### src/rtl/lcd_rgb_capture.sv
// rtl/lcd_rgb_capture.sv - parallel RGB888 video capture into an RGB565 display FIFO
// Measures line width / line count per frame, flags size mismatch and FIFO overflow.
module lcd_rgb_capture #(
  parameter int H_ACTIVE  = 800,
  parameter int V_ACTIVE  = 480,
  parameter bit VSYNC_POL = 1'b0
) (
  input  logic        CLK,
  input  logic        nRST,
  input  logic        LCD_DE,
  input  logic        LCD_HSYNC,
  input  logic        LCD_VSYNC,
  input  logic [7:0]  LCD_R,
  input  logic [7:0]  LCD_G,
  input  logic [7:0]  LCD_B,
  input  logic        CAP_EN,
  input  logic        FIFO_FULL,
  output logic        FIFO_WE,
  output logic [15:0] FIFO_DATA,
  output logic        FRAME_START,
  output logic        FRAME_DONE,
  output logic [10:0] PIX_CNT,
  output logic [10:0] LINE_CNT,
  output logic        OVERFLOW,
  output logic        SIZE_ERR
);

  typedef enum logic [1:0] {S_IDLE, S_WAIT_VS, S_ACTIVE} state_t;

  state_t      r_state;
  state_t      w_state_next;
  logic        w_frame_start;
  logic        w_frame_done;

  logic        r1_de, r1_vs, r2_de, r2_vs;
  logic [15:0] r1_pix;
  logic [10:0] r_pix_cnt;

  logic        w_vs_rise;
  logic        w_line_end;
  logic [10:0] w_pix_inc;
  logic [10:0] w_line_inc;
  logic [10:0] w_line_upd;
  logic        w_unused;

  // HSYNC and the colour LSBs dropped by RGB565 packing carry no information we use.
  assign w_unused = ^{LCD_HSYNC, LCD_R[2:0], LCD_G[1:0], LCD_B[2:0]};

  assign w_vs_rise  = (r1_vs == VSYNC_POL) && (r2_vs != VSYNC_POL);
  assign w_line_end = (r_state == S_ACTIVE) && !r1_de && r2_de;
  assign w_pix_inc  = (r_pix_cnt == 11'h7FF) ? r_pix_cnt : r_pix_cnt + 11'd1;
  assign w_line_inc = (LINE_CNT == 11'h7FF) ? LINE_CNT : LINE_CNT + 11'd1;
  assign w_line_upd = w_line_end ? w_line_inc : LINE_CNT;

  always_ff @(posedge CLK or negedge nRST) begin
    if (!nRST) begin
      r1_de  <= 1'b0;
      r1_vs  <= 1'b0;
      r1_pix <= '0;
      r2_de  <= 1'b0;
      r2_vs  <= 1'b0;
    end else begin
      r1_de  <= LCD_DE;
      r1_vs  <= LCD_VSYNC;
      r1_pix <= {LCD_R[7:3], LCD_G[7:2], LCD_B[7:3]};
      r2_de  <= r1_de;
      r2_vs  <= r1_vs;
    end
  end

  always_ff @(posedge CLK or negedge nRST) begin
    if (!nRST) r_state <= S_IDLE;
    else       r_state <= w_state_next;
  end

  always_comb begin
    w_state_next  = r_state;
    w_frame_start = 1'b0;
    w_frame_done  = 1'b0;
    case (r_state)
      S_IDLE: begin
        if (CAP_EN) w_state_next = S_WAIT_VS;
      end
      S_WAIT_VS: begin
        if (!CAP_EN) begin
          w_state_next = S_IDLE;
        end else if (w_vs_rise) begin
          w_state_next  = S_ACTIVE;
          w_frame_start = 1'b1;
        end
      end
      S_ACTIVE: begin
        // Dropping CAP_EN only takes effect at the frame boundary.
        if (w_vs_rise) begin
          w_frame_done = 1'b1;
          if (CAP_EN) w_frame_start = 1'b1;
          else        w_state_next  = S_IDLE;
        end
      end
      default: w_state_next = S_IDLE;
    endcase
  end

  always_ff @(posedge CLK or negedge nRST) begin
    if (!nRST) begin
      FIFO_WE     <= 1'b0;
      FIFO_DATA   <= '0;
      FRAME_START <= 1'b0;
      FRAME_DONE  <= 1'b0;
      PIX_CNT     <= '0;
      LINE_CNT    <= '0;
      OVERFLOW    <= 1'b0;
      SIZE_ERR    <= 1'b0;
      r_pix_cnt   <= '0;
    end else begin
      FRAME_START <= w_frame_start;
      FRAME_DONE  <= w_frame_done;
      FIFO_WE     <= 1'b0;
      LINE_CNT    <= w_line_upd;
      if (r_state == S_ACTIVE && r1_de) begin
        r_pix_cnt <= w_pix_inc;
        if (!FIFO_FULL) begin
          FIFO_WE   <= 1'b1;
          FIFO_DATA <= r1_pix;
        end else begin
          OVERFLOW <= 1'b1;
        end
      end
      if (w_line_end) begin
        PIX_CNT   <= r_pix_cnt;
        r_pix_cnt <= '0;
        if (r_pix_cnt != 11'(H_ACTIVE)) SIZE_ERR <= 1'b1;
      end
      // Frame check sees a line that ends on the same cycle as the VSYNC edge.
      if (w_frame_done && (w_line_upd != 11'(V_ACTIVE))) SIZE_ERR <= 1'b1;
      if (w_frame_start) begin
        LINE_CNT  <= '0;
        r_pix_cnt <= '0;
      end
      if (r_state == S_IDLE) begin
        OVERFLOW <= 1'b0;
        SIZE_ERR <= 1'b0;
      end
    end
  end

endmodule
### config.mk
export PLATFORM = sky130hd
export DESIGN_NAME = lcd_rgb_capture
export DESIGN_NICKNAME = d
export VERILOG_FILES = /design/src/rtl/lcd_rgb_capture.sv
export SDC_FILE = /design/constraint.sdc
export NUM_CORES = 1
export LEC_CHECK = 0
export BUFFER_PORTS_ARGS = -buffer_cell sky130_fd_sc_hd__buf_4
export CAP_MARGIN = 40
export CORE_MARGIN = 2
export CORE_UTILIZATION = 50
export DETAILED_ROUTE_END_ITERATION = 6
export PLACE_DENSITY = 0.77
export SYNTH_ARGS = -nofsm -noshare
export SYNTH_HDL_FRONTEND = slang
export SYNTH_SLANG_ARGS = --single-unit
export TNS_END_PERCENT = 30
### constraint.sdc
create_clock -name CLK -period 2.5 [get_ports CLK]
set_input_delay 0.25 -clock CLK [delete_from_list [all_inputs] [get_ports CLK]]
set_output_delay 0.25 -clock CLK [all_outputs]
set_load 0.01 [all_outputs]
; After elaboration in Yosys (flattened, before gate mapping)
; Cells that the tools add are included.
[word_totals]
in_bits = 31
regBits = 76
[op_classes]
n_bitwise = 2
addsub = 2
eq_ne = 11
muxes = 28
n_reduce_logical = 17
[op_table]
columns = cell, n
row1 = 11-bit 2-to-1 mux, 7
row2 = "11-bit by 1-bit adder with 11-bit output, second input constant", 2
row3 = "11-bit == test, second input constant", 2
row4 = 1-bit 2-to-1 mux, 14
row5 = "11-bit by 10-bit inequality test with 1-bit output, second input constant", 1
row6 = "11-bit by 9-bit inequality test with 1-bit output, second input constant", 1
row7 = 2-bit 2-to-1 mux, 5
row8 = 3-bit nonzero test, 3
row9 = 2-bit AND reduction, 4
row10 = "2-bit inequality test, second input constant", 3
row11 = "3-bit inequality test, second input constant", 2
row12 = 2-bit case mux with 3 select lines, 1
row13 = 1-bit logical AND, 5
row14 = 4-bit AND reduction, 1
row15 = 2-bit nonzero test, 2
row16 = "2-bit by 1-bit == test with 1-bit output, second input constant", 1
row17 = "2-bit == test, second input constant", 1
row18 = 2-bit logical NOT, 1
row19 = 1-bit inverter, 2
row20 = 1-bit case mux with 2 select lines, 1
row21 = 1-bit logical NOT, 1

; Logic depth before layout (Yosys ltp)
[logic_depth]
ltp_word = 8
mapped_depth = 9
mapped_depth_nobuf = 8

; Least setup slack after synthesis
; Ideal clock, no wire load.
[synth_timing]
path_type = register -> register
startpoint = reg r_state[0]
endpoint = reg SIZE_ERR
arrival_time_ns = 1.805
slack_ns = 0.570
path_stages_with_launch = 10
cell_sequence = dfrtp_1 -> inv_1 -> ha_1 -> buf_6 -> nand4b_4 -> or3b_4 -> nor4_2 -> a311oi_1 -> nor4_1 -> o21ai_1
[synth_between]
elab_chain_len = 8
word_cells_on_any_way = 13
[synth_lines]
columns = item, line_no
row1 = from (decl), 30  ; state_t r_state;
row2 = from (signal assigned), 73  ; else r_state <= w_state_next;
row3 = 2-bit == test, "50, 80"
row4 = 1-bit logical AND (2 in a row), 50  ; assign w_line_end = (r_state == S_ACTIVE) && !r1_de && r2_de;
row5 = 11-bit 2-to-1 mux, 53  ; assign w_line_upd = w_line_end ? w_line_inc : LINE_CNT;
row6 = 11-bit by 9-bit inequality test with 1-bit output, 135  ; if (w_frame_done && (w_line_upd != 11'(V_ACTIVE))) SIZE_ERR <= 1'b1;
row7 = 1-bit logical AND, 135
row8 = 3-bit nonzero test (no source line) or 1-bit 2-to-1 mux (tied branches), --
row9 = 2-bit AND reduction (no source line) or 1-bit 2-to-1 mux (tied branches), --
row10 = to (signal assigned), 132  ; if (r_pix_cnt != 11'(H_ACTIVE)) SIZE_ERR <= 1'b1;
row11 = to (signal assigned), 135
row12 = to (signal assigned), 142  ; SIZE_ERR <= 1'b0;
row13 = to (decl), 25  ; output logic SIZE_ERR
; Parallel ways exist; a longest one is shown, timed or not.
; A chain may end at the register's enable or synchronous reset.

; Final worst setup path
; Ends and elaborated chain as after synthesis.

==> flow_metrics.tcl <==
set metrics [dict create \
    mostFrequentLayoutCells "76 x sky130_fd_sc_hd__dfrtp_1, 67 x sky130_fd_sc_hd__buf_4, 25 x sky130_fd_sc_hd__mux2_2, 19 x sky130_fd_sc_hd__dlygate4sd3_1" \
    fin_ws_ns 0.330 \
    grt_pass1_vias 2467 \
    most_common_library_cell_in_the_layout_ignoring_fill_and_taps "sky130_fd_sc_hd__dfrtp_1" \
    synth_xor_area_share_pct 3.26 \
    synth_simple_gate_area_share_pct 14.8 \
    setup-violations-final 0 \
    grt.met1_usage_pct 26.5 \
    clock-sinks 76 \
    r2r-start "r_state[0]" \
    grt.met3_usage_pct 6.98 \
    io_pins 74 \
    synth_cell_type_count 50 \
    clk_pin_slew_ns 0.08 \
    tns_ns 0 \
    clock_tree_root "sky130_fd_sc_hd__clkbuf_8" \
    synth-seq-cells 76 \
    rsz0062_at_grt "no" \
    clock-skew-final_ns 0.00695 \
    core_sq_um 6280 \
    post-route-min-period_ns 2.17 \
    area_growth_pct 29.7 \
    largest_family_of_logic_cells_by_synthesized_area "simple AND/OR/NAND/NOR gates" \
    synth_warnings 0 \
    design.die.area_sq_um 7100 \
    total_leakage_power_uw 0.00205 \
    r2r_slack_ns 0.33 \
    final_core_util_pct 66.6 \
    cp_max_fo 5 \
    die_extent_in_y_microns 84.3 \
    number_of_input_and_output_port_buffers_inserted 64 \
    dpl.hpwl_mm 4.34 \
    grt_antenna_before_repair 0 \
    global_route_wire_length_before_repair_mm 11.4 \
    proportion_of_synthesized_area_in_mux_cells_pct 9.05 \
    hold_path_startpoint "CAP_EN" \
    timing.reg2reg.worst_path_depth 8 \
    ctsLongestPathBuffers 2 \
    status "completed" \
    die_x_microns 84.3 \
    vdd_drop_max_mv 0.655 \
    timing.final.crit_share_pct 86.8 \
    detailedRoute.firstPassIterationCount 4 \
    fin_area_sq_um 4180 \
    number_of_nets_with_antenna_violations_after_routing 0 \
    synth_compound_area_share_pct 8.42 \
    filler_cell_count 470 \
    layout.nets 391 \
    crit_required_ns 2.74 \
    report.final.slew_viol_count 0 \
    slew_headroom_pct 73.5 \
    worstHoldPathCells 2 \
    synth_area_per_cell_sq_um 12.0 \
    number_of_antenna_repair_diodes 0 \
    grt.total_usage_pct 20.3 \
    via_per_inst 5.44 \
    htree_levels 3 \
    synth_nets 305 \
    worst_min_delay_path_class "input pin to flop" \
    post_synth_instance_area_sq_um 3220 \
    dp_worst_setup_slack_ns 0.343 \
    std_cell_rows 29 \
    sequential_area_sq_um 1900 \
    timing.critical_path.to_type "flop" \
    asyncSetResetFlopFracSynth_pct 100 \
    synthAdderAreaFrac_pct 2.33 \
    cap_viol_max_count 0 \
    worst_slew_pin_slew_ns 0.397 \
    cts-buffers-inserted 9 \
    worstSkewPairLatency_ns 0.35 \
    multi_input_comb_area_sq_um 1220 \
    postPlaceCellArea_sq_um 3780 \
    gr-max-usage-layer "met2" \
    tritoncts "yes" \
    grt_max_degree 49 \
    synth-edff-count 0 \
    drc_errors 0 \
    worstSetupStartpoint "r_state[0]" \
    detailedRoute.firstIterationViolations 108 \
    gr-usage-met2_pct 31.5 \
    synth_seq_area_share_pct 59.0 \
    total_count_of_hold_check_failures_in_the_final_report 0 \
    setup.worst_path.start_class "flop" \
    post_synth_inst_count 268 \
    timing.setup.critical_path_class "flop to flop" \
    initial_utilization_pct 51.3 \
    route.vias.total 2372 \
    wl_per_cell_microns 14.8 \
    global_route.overflow_total 0 \
    postRouteWirelength_mm 6.47 \
    maxClockFrequency_mhz 461 \
    worst_ep_arrival_time_ns 2.41 \
    ys_dominant_reg_cell "sky130_fd_sc_hd__dfrtp_1" \
    finalWeightedCongestion 0.882 \
    cts_resized 0 \
    power_density_over_the_cells_nw_per_um2 840 \
    post_route_cells_drive_above_1_share_pct 32.9 \
]
[where the power goes]
part | leakage [uW] | total [uW] | switching [uW] | internal [uW]
sequential | 0.000994 | 1650 | 205 | 1440
clock | 0.0000988 | 973 | 495 | 478
combinational | 0.000957 | 892 | 405 | 487
[sequential cells by signal, indices dropped and copies added (netlist names)]
signal       cells
FIFO_DATA       16
r1_pix          16
LINE_CNT        11
PIX_CNT         11
r_pix_cnt       11
r_state          2
FIFO_WE          1
FRAME_DONE       1
FRAME_START      1
OVERFLOW         1
SIZE_ERR         1
r1_de            1
r1_vs            1
r2_de            1
r2_vs            1
[Yosys cell counts, drive strengths merged (2+ instances only)]
| library cell | n | area, sq um |
|---|---|---|
| and2 | 4 | 26.3 |
| nor2b | 4 | 25.0 |
| nor4 | 2 | 18.8 |
| nor4b | 3 | 26.3 |
| xnor2 | 2 | 17.5 |
| nand4 | 5 | 31.3 |
| nor3b | 2 | 15.0 |
| a22o | 2 | 18.8 |
| mux2 | 25 | 282 |
| a41oi | 3 | 26.3 |
| and3 | 6 | 37.5 |
| a31oi | 9 | 56.3 |
| clkbuf | 2 | 8.75 |
| inv | 8 | 30.0 |
| a21oi | 6 | 30.0 |
| a311oi | 2 | 17.5 |
| ha | 6 | 75.1 |
| nor3 | 4 | 20.0 |
| dfrtp | 76 | 1900 |
| o21ai | 13 | 65.1 |
| nand3 | 8 | 40.0 |
| buf | 10 | 57.6 |
| xor2 | 10 | 87.6 |
| nor2 | 20 | 80.1 |
| nand2 | 18 | 67.6 |
| and4 | 3 | 26.3 |
[what timing repair did]
action                                  in CTS  in global routing
setup buffers                                0                  0
endpoints found under the setup margin       0                  0
hold buffers                                19                  0
hold endpoints to repair                    46                  0
[layer usage]
layer | vias to the layer above | part of all wire, %
li1 | 1124 | -
met1 | 1168 | 44
met2 | 70 | 47
met3 | 10 | 7.0
met4 | 0 | 1.7
met5 | - | 0
[cell families (layout without fill, tap and decap cells)]
| group | after synthesis | count (layout) |
|---|---|---|
| muxes | 26 | 26 |
| AOI/OAI and AO/OA | 42 | 42 |
| adders and majority gates | 6 | 6 |
| DFF | 76 | 76 |
| and+or+nand+nor | 85 | 85 |
| buffers and inverters | 21 | 112 |
| xor gates and xnor gates | 12 | 12 |
[stage by stage]
stage	hold slack, ns	power [uW]	instances
final	0.155	3510	436
after global routing	0.155	3740	436
after global placement	0.359	2500	400
after detailed placement	0.206	2540	401
after floorplan	-0.0456	2100	268
after CTS	0.143	3550	436
[worst max-delay path: stages (launching register included)]
cell	delay [ns]
sky130_fd_sc_hd__dfrtp_1	0.38
sky130_fd_sc_hd__inv_1	0.10
sky130_fd_sc_hd__ha_1	0.25
sky130_fd_sc_hd__nand4b_4	0.16
sky130_fd_sc_hd__or3b_4	0.45
sky130_fd_sc_hd__nor4_2	0.18
sky130_fd_sc_hd__a311oi_1	0.10
sky130_fd_sc_hd__nor4_1	0.35
sky130_fd_sc_hd__o21ai_1	0.09
[final timing paths]
check / endpoint
hold / removal: r_state[1]
setup / recovery: SIZE_ERR
hold reg to reg: r2_vs
setup reg to reg: SIZE_ERR
max in group asynchronous: FIFO_WE
min in group asynchronous: LINE_CNT[8]
[area by class of cell]
cell class	instances	area share [%]
flip-flops and latches	76	45.5
multi-input cells	171	29.2
repair buffers	87	17.2
clock buffers	9	2.96
well taps	77	2.30
clock inverters	7	1.98
inverters	9	0.808
No activity file was read; power rests on OpenSTA's default activity.
